==> src/rtl/divider_result_bcd_pkg.sv <==
// Shared definitions for the divider result BCD converter: FSM state
// encodings and a helper that sizes the BCD output for a binary width.
package divider_result_bcd_pkg;

    typedef enum logic [1:0] {
        ST_IDLE  = 2'd0,
        ST_SHIFT = 2'd1,
        ST_DONE  = 2'd2,
        ST_ACK   = 2'd3
    } state_e;

    // Number of decimal digits needed to show the largest unsigned value
    // of the given bit width (2**width - 1). Never returns less than one.
    function automatic int bcd_digits(input int width);
        longint unsigned val;
        int              d;
        val = (64'd1 << width) - 64'd1;
        d   = 0;
        for (int i = 0; i < 20; i++) begin
            if (val != 0) begin
                val = val / 10;
                d++;
            end
        end
        if (d == 0) begin
            d = 1;
        end
        return d;
    endfunction

endpackage

==> src/rtl/divider_result_bcd_add3.sv <==
// Double-dabble correction for one BCD nibble: a digit of five or more is
// bumped by three so the following left shift carries into the next digit.
module bcd_add3_digit (
    input  logic [3:0] d_i,
    output logic [3:0] d_o
);

    // Digits never exceed 9 before correction, so the 4-bit sum cannot wrap.
    assign d_o = (d_i >= 4'd5) ? (d_i + 4'd3) : d_i;

endmodule

==> src/rtl/divider_result_bcd.sv <==
// Sequential binary-to-BCD converter for the divider's quotient and
// remainder. Both values are converted side by side with shift/add-3, one
// bit per clock, and the packed BCD result is handed back with the same
// start_sig/done_sig handshake the divider uses.
module divider_result_bcd
    import divider_result_bcd_pkg::*;
#(
    parameter int WIDTH  = 8,
    parameter int DIGITS = bcd_digits(WIDTH)
) (
    input  logic                  clk,
    input  logic                  rst_n,
    input  logic                  start_sig,
    input  logic [WIDTH-1:0]      quotient,
    input  logic [WIDTH-1:0]      remainder,
    output logic                  done_sig,
    output logic                  busy,
    output logic [4*DIGITS-1:0]   q_bcd,
    output logic [4*DIGITS-1:0]   r_bcd
);

    localparam int ACC_W = 4 * DIGITS;
    localparam int CNT_W = (WIDTH > 1) ? $clog2(WIDTH) : 1;
    localparam logic [CNT_W-1:0] LAST_CNT = CNT_W'(WIDTH - 1);

    generate
        if (DIGITS < bcd_digits(WIDTH)) begin : g_bad_digits
            $error("DIGITS is too small to hold a WIDTH-bit value in BCD");
        end
    endgenerate

    state_e               state_q,   state_d;
    logic [CNT_W-1:0]     cnt_q,     cnt_d;
    logic [WIDTH-1:0]     q_bin_q,   q_bin_d;
    logic [WIDTH-1:0]     r_bin_q,   r_bin_d;
    logic [ACC_W-1:0]     q_acc_q,   q_acc_d;
    logic [ACC_W-1:0]     r_acc_q,   r_acc_d;
    logic [ACC_W-1:0]     q_bcd_q,   q_bcd_d;
    logic [ACC_W-1:0]     r_bcd_q,   r_bcd_d;
    logic                 done_q,    done_d;
    logic                 busy_q,    busy_d;

    logic [ACC_W-1:0]       q_adj;
    logic [ACC_W-1:0]       r_adj;
    logic [ACC_W+WIDTH-1:0] q_shift;
    logic [ACC_W+WIDTH-1:0] r_shift;

    // Per-digit add-3 correction for both accumulators.
    generate
        for (genvar g = 0; g < DIGITS; g++) begin : g_digit
            bcd_add3_digit u_q_add3 (
                .d_i (q_acc_q[4*g +: 4]),
                .d_o (q_adj[4*g +: 4])
            );
            bcd_add3_digit u_r_add3 (
                .d_i (r_acc_q[4*g +: 4]),
                .d_o (r_adj[4*g +: 4])
            );
        end
    endgenerate

    // The corrected accumulator and the remaining binary bits shift as one
    // word; the MSB of the binary part enters digit 0.
    assign q_shift = {q_adj, q_bin_q} << 1;
    assign r_shift = {r_adj, r_bin_q} << 1;

    // Next-state and datapath update for the conversion handshake.
    always_comb begin
        state_d = state_q;
        cnt_d   = cnt_q;
        q_bin_d = q_bin_q;
        r_bin_d = r_bin_q;
        q_acc_d = q_acc_q;
        r_acc_d = r_acc_q;
        q_bcd_d = q_bcd_q;
        r_bcd_d = r_bcd_q;
        done_d  = 1'b0;
        busy_d  = busy_q;

        case (state_q)
            ST_IDLE: begin
                if (start_sig) begin
                    q_bin_d = quotient;
                    r_bin_d = remainder;
                    q_acc_d = '0;
                    r_acc_d = '0;
                    cnt_d   = '0;
                    busy_d  = 1'b1;
                    state_d = ST_SHIFT;
                end
            end
            ST_SHIFT: begin
                q_acc_d = q_shift[ACC_W+WIDTH-1:WIDTH];
                q_bin_d = q_shift[WIDTH-1:0];
                r_acc_d = r_shift[ACC_W+WIDTH-1:WIDTH];
                r_bin_d = r_shift[WIDTH-1:0];
                cnt_d   = cnt_q + CNT_W'(1);
                if (cnt_q == LAST_CNT) begin
                    // Publish the result on the same edge that raises done.
                    q_bcd_d = q_shift[ACC_W+WIDTH-1:WIDTH];
                    r_bcd_d = r_shift[ACC_W+WIDTH-1:WIDTH];
                    done_d  = 1'b1;
                    state_d = ST_DONE;
                end
            end
            ST_DONE: begin
                busy_d  = 1'b0;
                state_d = ST_ACK;
            end
            ST_ACK: begin
                // A request still held from the previous round must drop
                // before another conversion can be accepted.
                if (!start_sig) begin
                    state_d = ST_IDLE;
                end
            end
            default: begin
                state_d = ST_IDLE;
            end
        endcase
    end

    // State, counter and datapath registers with asynchronous clear.
    always_ff @(posedge clk or negedge rst_n) begin
        if (!rst_n) begin
            state_q <= ST_IDLE;
            cnt_q   <= '0;
            q_bin_q <= '0;
            r_bin_q <= '0;
            q_acc_q <= '0;
            r_acc_q <= '0;
            q_bcd_q <= '0;
            r_bcd_q <= '0;
            done_q  <= 1'b0;
            busy_q  <= 1'b0;
        end else begin
            state_q <= state_d;
            cnt_q   <= cnt_d;
            q_bin_q <= q_bin_d;
            r_bin_q <= r_bin_d;
            q_acc_q <= q_acc_d;
            r_acc_q <= r_acc_d;
            q_bcd_q <= q_bcd_d;
            r_bcd_q <= r_bcd_d;
            done_q  <= done_d;
            busy_q  <= busy_d;
        end
    end

    assign done_sig = done_q;
    assign busy     = busy_q;
    assign q_bcd    = q_bcd_q;
    assign r_bcd    = r_bcd_q;

endmodule
==> config.mk <==
export PLATFORM = sky130hd
export DESIGN_NAME = divider_result_bcd
export DESIGN_NICKNAME = d
export VERILOG_FILES = /design/src/rtl/divider_result_bcd_pkg.sv /design/src/rtl/divider_result_bcd_add3.sv /design/src/rtl/divider_result_bcd.sv
export SDC_FILE = /design/constraint.sdc
export NUM_CORES = 1
export LEC_CHECK = 0
export ABC_AREA = 1
export CAP_MARGIN = 20
export CORE_MARGIN = 2
export CORE_UTILIZATION = 60
export CTS_BUF_LIST = sky130_fd_sc_hd__clkbuf_2 sky130_fd_sc_hd__clkbuf_4 sky130_fd_sc_hd__clkbuf_8
export DETAILED_ROUTE_END_ITERATION = 8
export PLACE_DENSITY = 0.86
export SETUP_SLACK_MARGIN = 0.05
export SLEW_MARGIN = 20
export SYNTH_ARGS = -nofsm -noshare
export SYNTH_HDL_FRONTEND = slang
export SYNTH_SLANG_ARGS = --single-unit
==> constraint.sdc <==
create_clock -name clk -period 3.4 [get_ports clk]
set_input_delay 1.02 -clock clk [delete_from_list [all_inputs] [get_ports clk]]
set_output_delay 1.02 -clock clk [all_outputs]
set_load 0.03 [all_outputs]
==> reports/metrics.csv <==
metric;value;unit
ctsHtreeMaxLevel;3;
area.growth.synth_to_final;18.93;%
switching_share;40.82;%
p_int;1.786;mW
mostFrequentLayoutCell;nand2_1;
place_area;3979;um2
cap_viol_max_count;0;
finalHoldViolCount;0;
worst_slew_pin_slew;850.7;ps
crit_fanout;37;
portBuffers;44;
wl_per_cell;13.62;um
grt_setup_unrepaired;false;
grt_pass1_wl;12720;um
power.share.clock;20.1;%
required;3630;ps
cts_tree;built;
drc;0;
gp_congestion;0.8646;
grt_max_degree;38;
layout.nets;497;
fin_area;4150;um2
clockBufferDepth;2;
fp.dieH;80.26;um
synth_cells;414;
ys_warn_count;0;
cp.arrival;2750;ps
fin_crit;2521;ps
root_buffer;clkbuf_8;
clkTransAtPathRegs;70;ps
clk_latency;340;ps
viasPerCell;5.544;
final_util;74.46;%
finalSetupTns;0;ps
cts_hold_buf;0;
drt-initial-drc-count;202;
yosysUniqueCellTypes;21;
cts_buffers;9;
cts_sinks;71;
hp-class;reg2reg;
synth_area;3490;um2
slew_viol_final;0;
comb_power_share;40.3;%
cts_setup_buffers;0;
fin_skew;6.353;ps
core_area;5574;um2
ant_nets;0;
p_per_area;727.0;nW/um2
vias;2966;
layout_common_cells;nand2_1, dfrtp_1, inv_1;
diodes;0;
max_freq;396.7;MHz
report.power.total;3.017;mW
initial_utilization;62.60;%
first_global_vias;2931;
num_rows;27;
end_kind;register;
dr.pass1.iters;5;
setup_violations;0;
total_leakage_power;2.125;nW
ir_worst_vdd;0.0006129;V
postCtsResizedCells;0;
synth_area_per_cell;8.429;um2
die_x;80.26;um
dieArea;6442;um2
synth_seq_cells;71;
seqPwrFrac;39.7;%
antenna_found_initial;0;
dp_hpwl;5025;um
relSlewSlack;43.07;%
drive_gt1_share;6.263;%
syn-num-nets;451;
power.switching;1.232;mW
grtUsageTotal;25.66;%
grt-ovfl-total;0;
status;complete, no violations;
routed_wl;7285;um
yosysSeqAreaShare;50.91;%
io_pins;45;
worstSetupPathType;reg2reg;
post-route-period-util;74.13;%
start_kind;register;
-- state kept, by name (all words and copies together) (netlist names) --
| register | count |
|---|---|
| done_sig | 1 |
| r_bin_q | 8 |
| q_bin_q | 8 |
| r_acc_q | 12 |
| state_q | 2 |
| cnt_q | 3 |
| busy | 1 |
| r_bcd | 12 |
| q_acc_q | 12 |
| q_bcd | 12 |
-- worst max-delay path, cell delays in order, from the launching register on --
cell and delay (ps):
dfrtp_1 420, inv_1 100, ha_1 150, buf_4 280, inv_2 120, o21ai_4 680
inv_2 380, nand2_1 170, nand2_1 80
-- final timing paths --
path / from / end / slack [ps] / cells past startpoint
setup / recovery: state_q[1] / r_acc_q[8] / 880 / 8
hold / removal: r_bcd[8] / r_bcd[8] / 480 / 2
setup reg to reg: state_q[1] / r_acc_q[8] / 880 / 8
hold reg to reg: r_bcd[8] / r_bcd[8] / 480 / 2
max in group asynchronous: rst_n / r_bcd[5] / 2180 / 2
min in group asynchronous: rst_n / q_bin_q[2] / 580 / 1
-- routing by layer --
metal | part of all wire, % | GRT usage [%] | vias up
met2 | 49 | 43.33 | 63
met5 | 0 | 0 | -
met1 | 45 | 31.92 | 1427
li1 | - | - | 1456
met4 | 2.2 | 12.03 | 0
met3 | 3.2 | 4.719 | 20
-- kinds of logic after synthesis --
family                   count (synthesis)  share of synthesized area (%)
AND/OR/NAND/NOR                        201                          24.49
buffers and inverters                   62                          7.529
AO/OA/AOI/OAI                           62                          10.61
flip-flops                              71                          50.91
adder cells (fa/ha/maj)                 18                          6.454
-- power groups by stage --
stage                     Clock (mW)  Combinational [mW]  Sequential, mW
after floorplan                    0               0.895            1.24
after detailed placement           0                1.20            1.21
final                          0.606                1.22            1.20
after global routing           0.640                1.38            1.22
after CTS                      0.608                1.22            1.19
after global placement             0                1.15            1.20
-- synth_stat cells --
cell type,number,area (um2)
nand2_1,134,503.0
dfrtp_1,71,1777
inv_1,45,168.9
nand3_1,44,220.2
o21ai_0,30,150.1
ha_1,18,225.2
o211ai_1,14,105.1
nand4_1,12,75.07
o21ai_1,8,40.04
o22ai_1,8,50.05
nor2_1,7,26.28
buf_2,6,30.03
inv_2,4,15.01
clkbuf_1,3,11.26
buf_4,2,15.01
buf_6,2,22.52
nand2_2,2,12.51
nand2_4,1,11.26
o21ai_2,1,8.760
o21ai_4,1,16.27
or2_2,1,6.260
-- cell type report --
class                           instances  area (um2)
Tap cell                               72       90.09
Clock buffer                           13       166.4
Inverter                               49       183.9
Fill cell                             386        1424
Clock inverter                          1       5.005
Multi-Input combinational cell        281        1450
Sequential cell                        71        1777
Timing Repair Buffer                   48       478.0
-- metrics by stage --
step,cells,setup slack [ps],hold WS [ps]
after floorplan,414,1719,445.9
after global placement,521,741.9,460.7
after detailed placement,521,683.5,465.3
after CTS,535,888.6,483.8
after global routing,535,649.2,506.1
final,535,879.5,480.1
Note: power is estimated with default switching activity, not from simulation.
==> patch 1 (same settings) <==
`WIDTH`: 8 -> 16.
--- a/src/rtl/divider_result_bcd.sv
+++ b/src/rtl/divider_result_bcd.sv
@@ -5,7 +5,7 @@
 module divider_result_bcd
     import divider_result_bcd_pkg::*;
 #(
-    parameter int WIDTH  = 8,
+    parameter int WIDTH  = 16,
     parameter int DIGITS = bcd_digits(WIDTH)
 ) (
     input  logic                  clk,
Ports: changed (resized q_bcd, quotient, r_bcd and remainder); port bits go from 45 to 77. The function was not compared with the original's and may differ.
==> patch 1 against the original RTL <==
Non-clock buffer count rose by 35. Via count rose by 74%. Setup slack got worse by 0.0020 ns. Global-route usage rose by 0.77 points. Synthesized area rose by 68%. Combinational power rose by 34%. Cell area rose by 73%. Cell count rose by 75%. Sequential power rose by 57%. Power rose by 63%. Sequential cell count rose by 49. Routed wire length rose by 81%. Sequential share of layout area fell by 0.98 points. Critical endpoint is now q_bcd[0]. Largest cell class unchanged.
==> patch 1: results (changes against the original RTL) <==
* Sw power at 1820 uW (was 1230 uW)
* Fin nets at 850 (was 497)
* Post-Route Skew at 0.00858 ns (was 0.00635 ns)
* Initial DRC Count at 294 (was 202)
* R2R setup slack at 1.21 ns (was 0.88 ns)
* CTS HTree Levels at 4 (was 3)
* Min-Delay Endpoint: q_bcd[13] (was r_bcd[8])
* Final HPWL DP at 8690 um (was 5030 um)
* Total CTS buffers at 17 (was 9)
* Number of global-route vias before repair at 4957 (was 2931)
* Share of layout cells above drive strength 1 at 0.0585 (was 0.0626)
* Worst VDD drop at 0.746 mV (was 0.613 mV)
* R2r endpoint: q_acc_q[9] (was r_acc_q[8])
* HP Start: q_bcd[13] (was r_bcd[8])
* CP arrival at 1.50 ns (was 2.75 ns)
* Worst r2r path cells at 9 (was 8)
* Static leakage at 0.00363 uW (was 0.00212 uW)
* GRT Util Overall at 0.264 (was 0.257)
* Worst slack, placed at 0.559 ns (was 0.683 ns)
* Fillers at 723 (was 386)
* Synth area leaders: dfrtp_1 (51%), nand2_1 (15%), nand3_1 (6.6%), ha_1 (5.3%), inv_1 (5.0%) (was dfrtp_1 (51%), nand2_1 (14%), ha_1 (6.5%), nand3_1 (6.3%), inv_1 (4.8%))
* Pin count of the biggest net entering global routing at 66 (was 38)
* Clk_lat worst skew at 0.44 ns (was 0.34 ns)
* DR vias/cell at 5.50 (was 5.54)
* Synth cell types at 19 (was 21)
* Crit-path slowest cell: clkdlybuf4s50_1 (was o21ai_4)
* Max_slew headroom at 0.454 (was 0.431)
* Max FO, Critical Path at 2 (was 37)
* Global-route wire length before repair at 21700 um (was 12700 um)
* CP Buf/Inv Count at 1 (was 4)
* WL/cell at 14.1 um (was 13.6 um)
* Syn nets at 777 (was 451)
* Port buffer count at 76 (was 44)
* Status: completed (unchanged)
* Global placement routability congestion at 0.817 (was 0.865)
* Post-synth top cells: nand2_1 (235), dfrtp_1 (120), inv_1 (79) (was nand2_1 (134), dfrtp_1 (71), inv_1 (45))
==> patch 1: cell count changes in the layout (fill, tap and decap cells not counted), sizes merged, moves of 12 or more <==
cell           delta
dfrtp            +49
o21ai            +24
clkdlybuf4s50    +32
inv              +33
nand2            +98
nand3            +34
clkbuf           +12
o211ai           +15
==> patch 1: final cells by class <==
class,instances,area (sq um),area share
clock inverters,7,113,0.0157
flip-flops and latches,120,3000,0.418
repair buffers,83,823,0.115
multi-input cells,486,2430,0.339
clock buffers,25,332,0.0462
well taps,133,166,0.0232
inverters,82,308,0.0429
==> patch 1: worst max path at each step <==
stage               startpoint           to  slack (ns)  cells past startpoint
finish                q_bcd[0]     q_bcd[0]        0.88                      1
global route          r_bcd[7]     r_bcd[7]        0.82                      1
CTS                   r_bcd[7]     r_bcd[7]        0.85                      1
detailed placement   start_sig   q_bin_q[1]        0.56                      6
global placement     start_sig     cnt_q[3]        0.63                      7
floorplan            start_sig  r_bin_q[11]        1.62                      6
==> patch 1: power groups by stage <==
stage | clock network (uW) | logic [uW] | registers (uW)
finish | 1410 | 1640 | 1880
global route | 1480 | 1850 | 1910
CTS | 1430 | 1640 | 1870
detailed placement | 0 | 1620 | 1900
global placement | 0 | 1520 | 1880
floorplan | 0 | 1250 | 1880
==> patch 1: metrics by stage <==
| step | utilization | area, sq um | power (uW) | instances |
|---|---|---|---|---|
| floorplan | - | 5880 | 3130 | 717 |
| CTS | 0.745 | 7180 | 4940 | 936 |
| global route | 0.745 | 7180 | 5240 | 936 |
| finish | 0.745 | 7180 | 4930 | 936 |
| global placement | 0.699 | 6730 | 3400 | 904 |
| detailed placement | 0.699 | 6730 | 3520 | 904 |
==> patch 1: cell families (layout without fill, tap and decap cells) <==
group,after synthesis,after routing,share of synthesized area
AO/OA/AOI/OAI,109,109,0.108
adder cells (fa/ha/maj),25,25,0.0532
buffers and inverters,111,197,0.0769
flip-flops,120,120,0.511
AND/OR/NAND/NOR,352,352,0.250
==> patch 1: layer usage <==
metal	wire length [um]	GRT usage	up-vias
li1	-	-	2504
met1	5550	0.327	2454
met2	6720	0.449	167
met3	748	0.0637	23
met4	197	0.103	0
met5	0	0	-
==> patch 2 (config.mk and constraints unchanged) <==
Without the edit above. Re-encode `state_e` (4 states) as one-hot, 4 bits wide.
--- a/src/rtl/divider_result_bcd_pkg.sv
+++ b/src/rtl/divider_result_bcd_pkg.sv
@@ -2,11 +2,11 @@
 // encodings and a helper that sizes the BCD output for a binary width.
 package divider_result_bcd_pkg;
 
-    typedef enum logic [1:0] {
-        ST_IDLE  = 2'd0,
-        ST_SHIFT = 2'd1,
-        ST_DONE  = 2'd2,
-        ST_ACK   = 2'd3
+    typedef enum logic [3:0] {
+        ST_IDLE  = 4'b0001,
+        ST_SHIFT = 4'b0010,
+        ST_DONE  = 4'b0100,
+        ST_ACK   = 4'b1000
     } state_e;
 
     // Number of decimal digits needed to show the largest unsigned value
Behaviour: no difference found for any inputs over 10 cycles, from zero or initial values and one cycle with rst_n low; not proved beyond that.
==> patch 2 against the original RTL <==
Combinational power fell by 27%. Non-clock buffer count shrank 1. Critical path depth decreased by 7. Sequential power barely moved. Global-route usage rose by 0.26 points. Synthesized area rose by 6.2%. Clock skew increased by 0.0091 ns. Sequential cell count grew 2. Setup slack improved by 0.11 ns. Routed wire length grew 9.6%. Power fell by 5.4%. Core utilization is 0.44 points lower. Cell area is 6.2% higher. Sequential share of layout area down 1.3 points. Critical path type is now reg -> out. Largest power group is now sequential cells.
==> patch 2: results (changes against the original RTL) <==
* Port buffer count at 44 (unchanged)
* CTS root buf: clkbuf_8 (unchanged)
* Clk_lat worst skew at between 0.3 and 0.4 ns
* Total CTS buffers at 9 (unchanged)
* Post-Route WL at 7990 um (was 7290 um)
* Seq/Total Area, Yosys at 0.493 (was 0.509)
* Critical path's top delay family: buffers and inverters (unchanged)
* CP arrival at 1.40 ns (was 2.75 ns)
* Initial DRC Count at 185 (was 202)
* Global-route wire length before repair at 13600 um (was 12700 um)
* Worst R2R Start: state_q[3] (was state_q[1])
* Synth warn at 0 (unchanged)
* Worst-path clk slew at 0.07 ns (about the same)
* Final HPWL DP at 5180 um (was 5030 um)
* Static leakage at 0.00239 uW (was 0.00212 uW)
* Max FO, Critical Path at 2 (was 37)
* Hold path cells at 2 (unchanged)
* Diode count at 0 (unchanged)
* CTS HTree Levels at 3 (unchanged)
* Syn nets at 506 (was 451)
* Worst r2r path cells at 6 (was 8)
* Post-Route Skew at 0.0155 ns (was 0.00635 ns)
* Status: completed (unchanged)
* Synth cell types at 22 (was 21)
* Resized Gates After CTS at 0 (unchanged)
* Global placement routability congestion at 0.838 (was 0.865)
* Worst hold-check path type: reg -> reg (unchanged)
* Prevailing post-synth register cell: dfrtp_1 (unchanged)
* Crit-path slowest cell: clkdlybuf4s50_1 (was o21ai_4)
* HP Start: q_bcd[7] (was r_bcd[8])
* CP max stage delay at 0.68 ns (about the same)
* Pin count of the biggest net entering global routing at 54 (was 38)
* Deepest clock path buffer count at 2 (unchanged)
* DR vias/cell at 5.48 (was 5.54)
* Synth area leaders: dfrtp_1 (49%), nand2_1 (20%), nand3_1 (13%), ha_1 (4.7%), inv_1 (3.5%) (was dfrtp_1 (51%), nand2_1 (14%), ha_1 (6.5%), nand3_1 (6.3%), inv_1 (4.8%))
* DR pass1 iterations at 4 (was 5)
* Antenna violations before repair at 0 (unchanged)
* Worst slack, placed at 1.05 ns (was 0.683 ns)
* Remaining DRCs at 0 (unchanged)
* Max_slew headroom at 0.476 (was 0.431)
* Post-synthesis async set-or-reset flop share at 1.00 (unchanged)
* R2r endpoint: r_bcd[7] (was r_acc_q[8])
* Worst VDD drop at 0.423 mV (was 0.613 mV)
* GRT Util Overall at 0.259 (was 0.257)
* Post-CTS setup buffers at 0 (unchanged)
* Post-synth top cells: nand2_1 (194), nand3_1 (93), dfrtp_1 (72) (was nand2_1 (134), dfrtp_1 (71), inv_1 (45))
* R2R setup slack at 1.01 ns (was 0.88 ns)
* Share of layout cells above drive strength 1 at 0.0541 (was 0.0626)
* Number of global-route vias before repair at 3194 (was 2931)
* Fin nets at 546 (was 497)
* Min-Delay Endpoint: q_bcd[7] (was r_bcd[8])
patch 2: metrics by stage:
step           cells  hold slack, ns   util  cell area, sq um
4_1_cts          593           0.477  0.740              4410
3_3_place_gp     577           0.455  0.703              4180
6_report         593           0.475  0.740              4410
2_1_floorplan    473           0.450      -              3710
5_1_grt          593           0.499  0.740              4410
3_5_place_dp     577           0.459  0.703              4180
patch 2: area by class of cell:
cell class / instances / area (sq um)
sequential: 73 / 1830
multi-input combinational: 345 / 1650
fill: 465 / 1550
timing repair buffer: 47 / 470
clock buffer: 11 / 145
inverter: 37 / 139
tap: 75 / 93.8
clock inverter: 5 / 78.8
patch 2: power breakdown:
| part | internal (uW) | switching, uW | leakage [uW] |
|---|---|---|---|
| sequential | 1060 | 137 | 0.000977 |
| combinational | 296 | 597 | 0.00130 |
| clock | 441 | 324 | 0.000117 |
patch 2: metal layers:
layer	vias up	part of all wire	track usage
met5	-	0	0
met4	0	0.013	0.110
met3	13	0.047	0.0402
met2	83	0.51	0.465
met1	1550	0.43	0.309
li1	1606	-	-
patch 2: worst max-delay path by stage:
stage                           from  slack [ns]    endpoint
after floorplan            start_sig        1.75  q_bin_q[6]
after global placement     start_sig        1.09        busy
after detailed placement   start_sig        1.05        busy
after global routing      state_q[3]        0.86    r_bcd[7]
after CTS                   r_bcd[0]        0.98    r_bcd[0]
final                       q_bcd[2]        0.98    q_bcd[2]
patch 2: kinds of logic after synthesis:
group                      share of synthesized area
adders and majority gates                     0.0472
AOI/OAI and AO/OA                             0.0331
and+or+nand+nor                                0.366
DFF                                            0.493
buffers and inverters                         0.0611
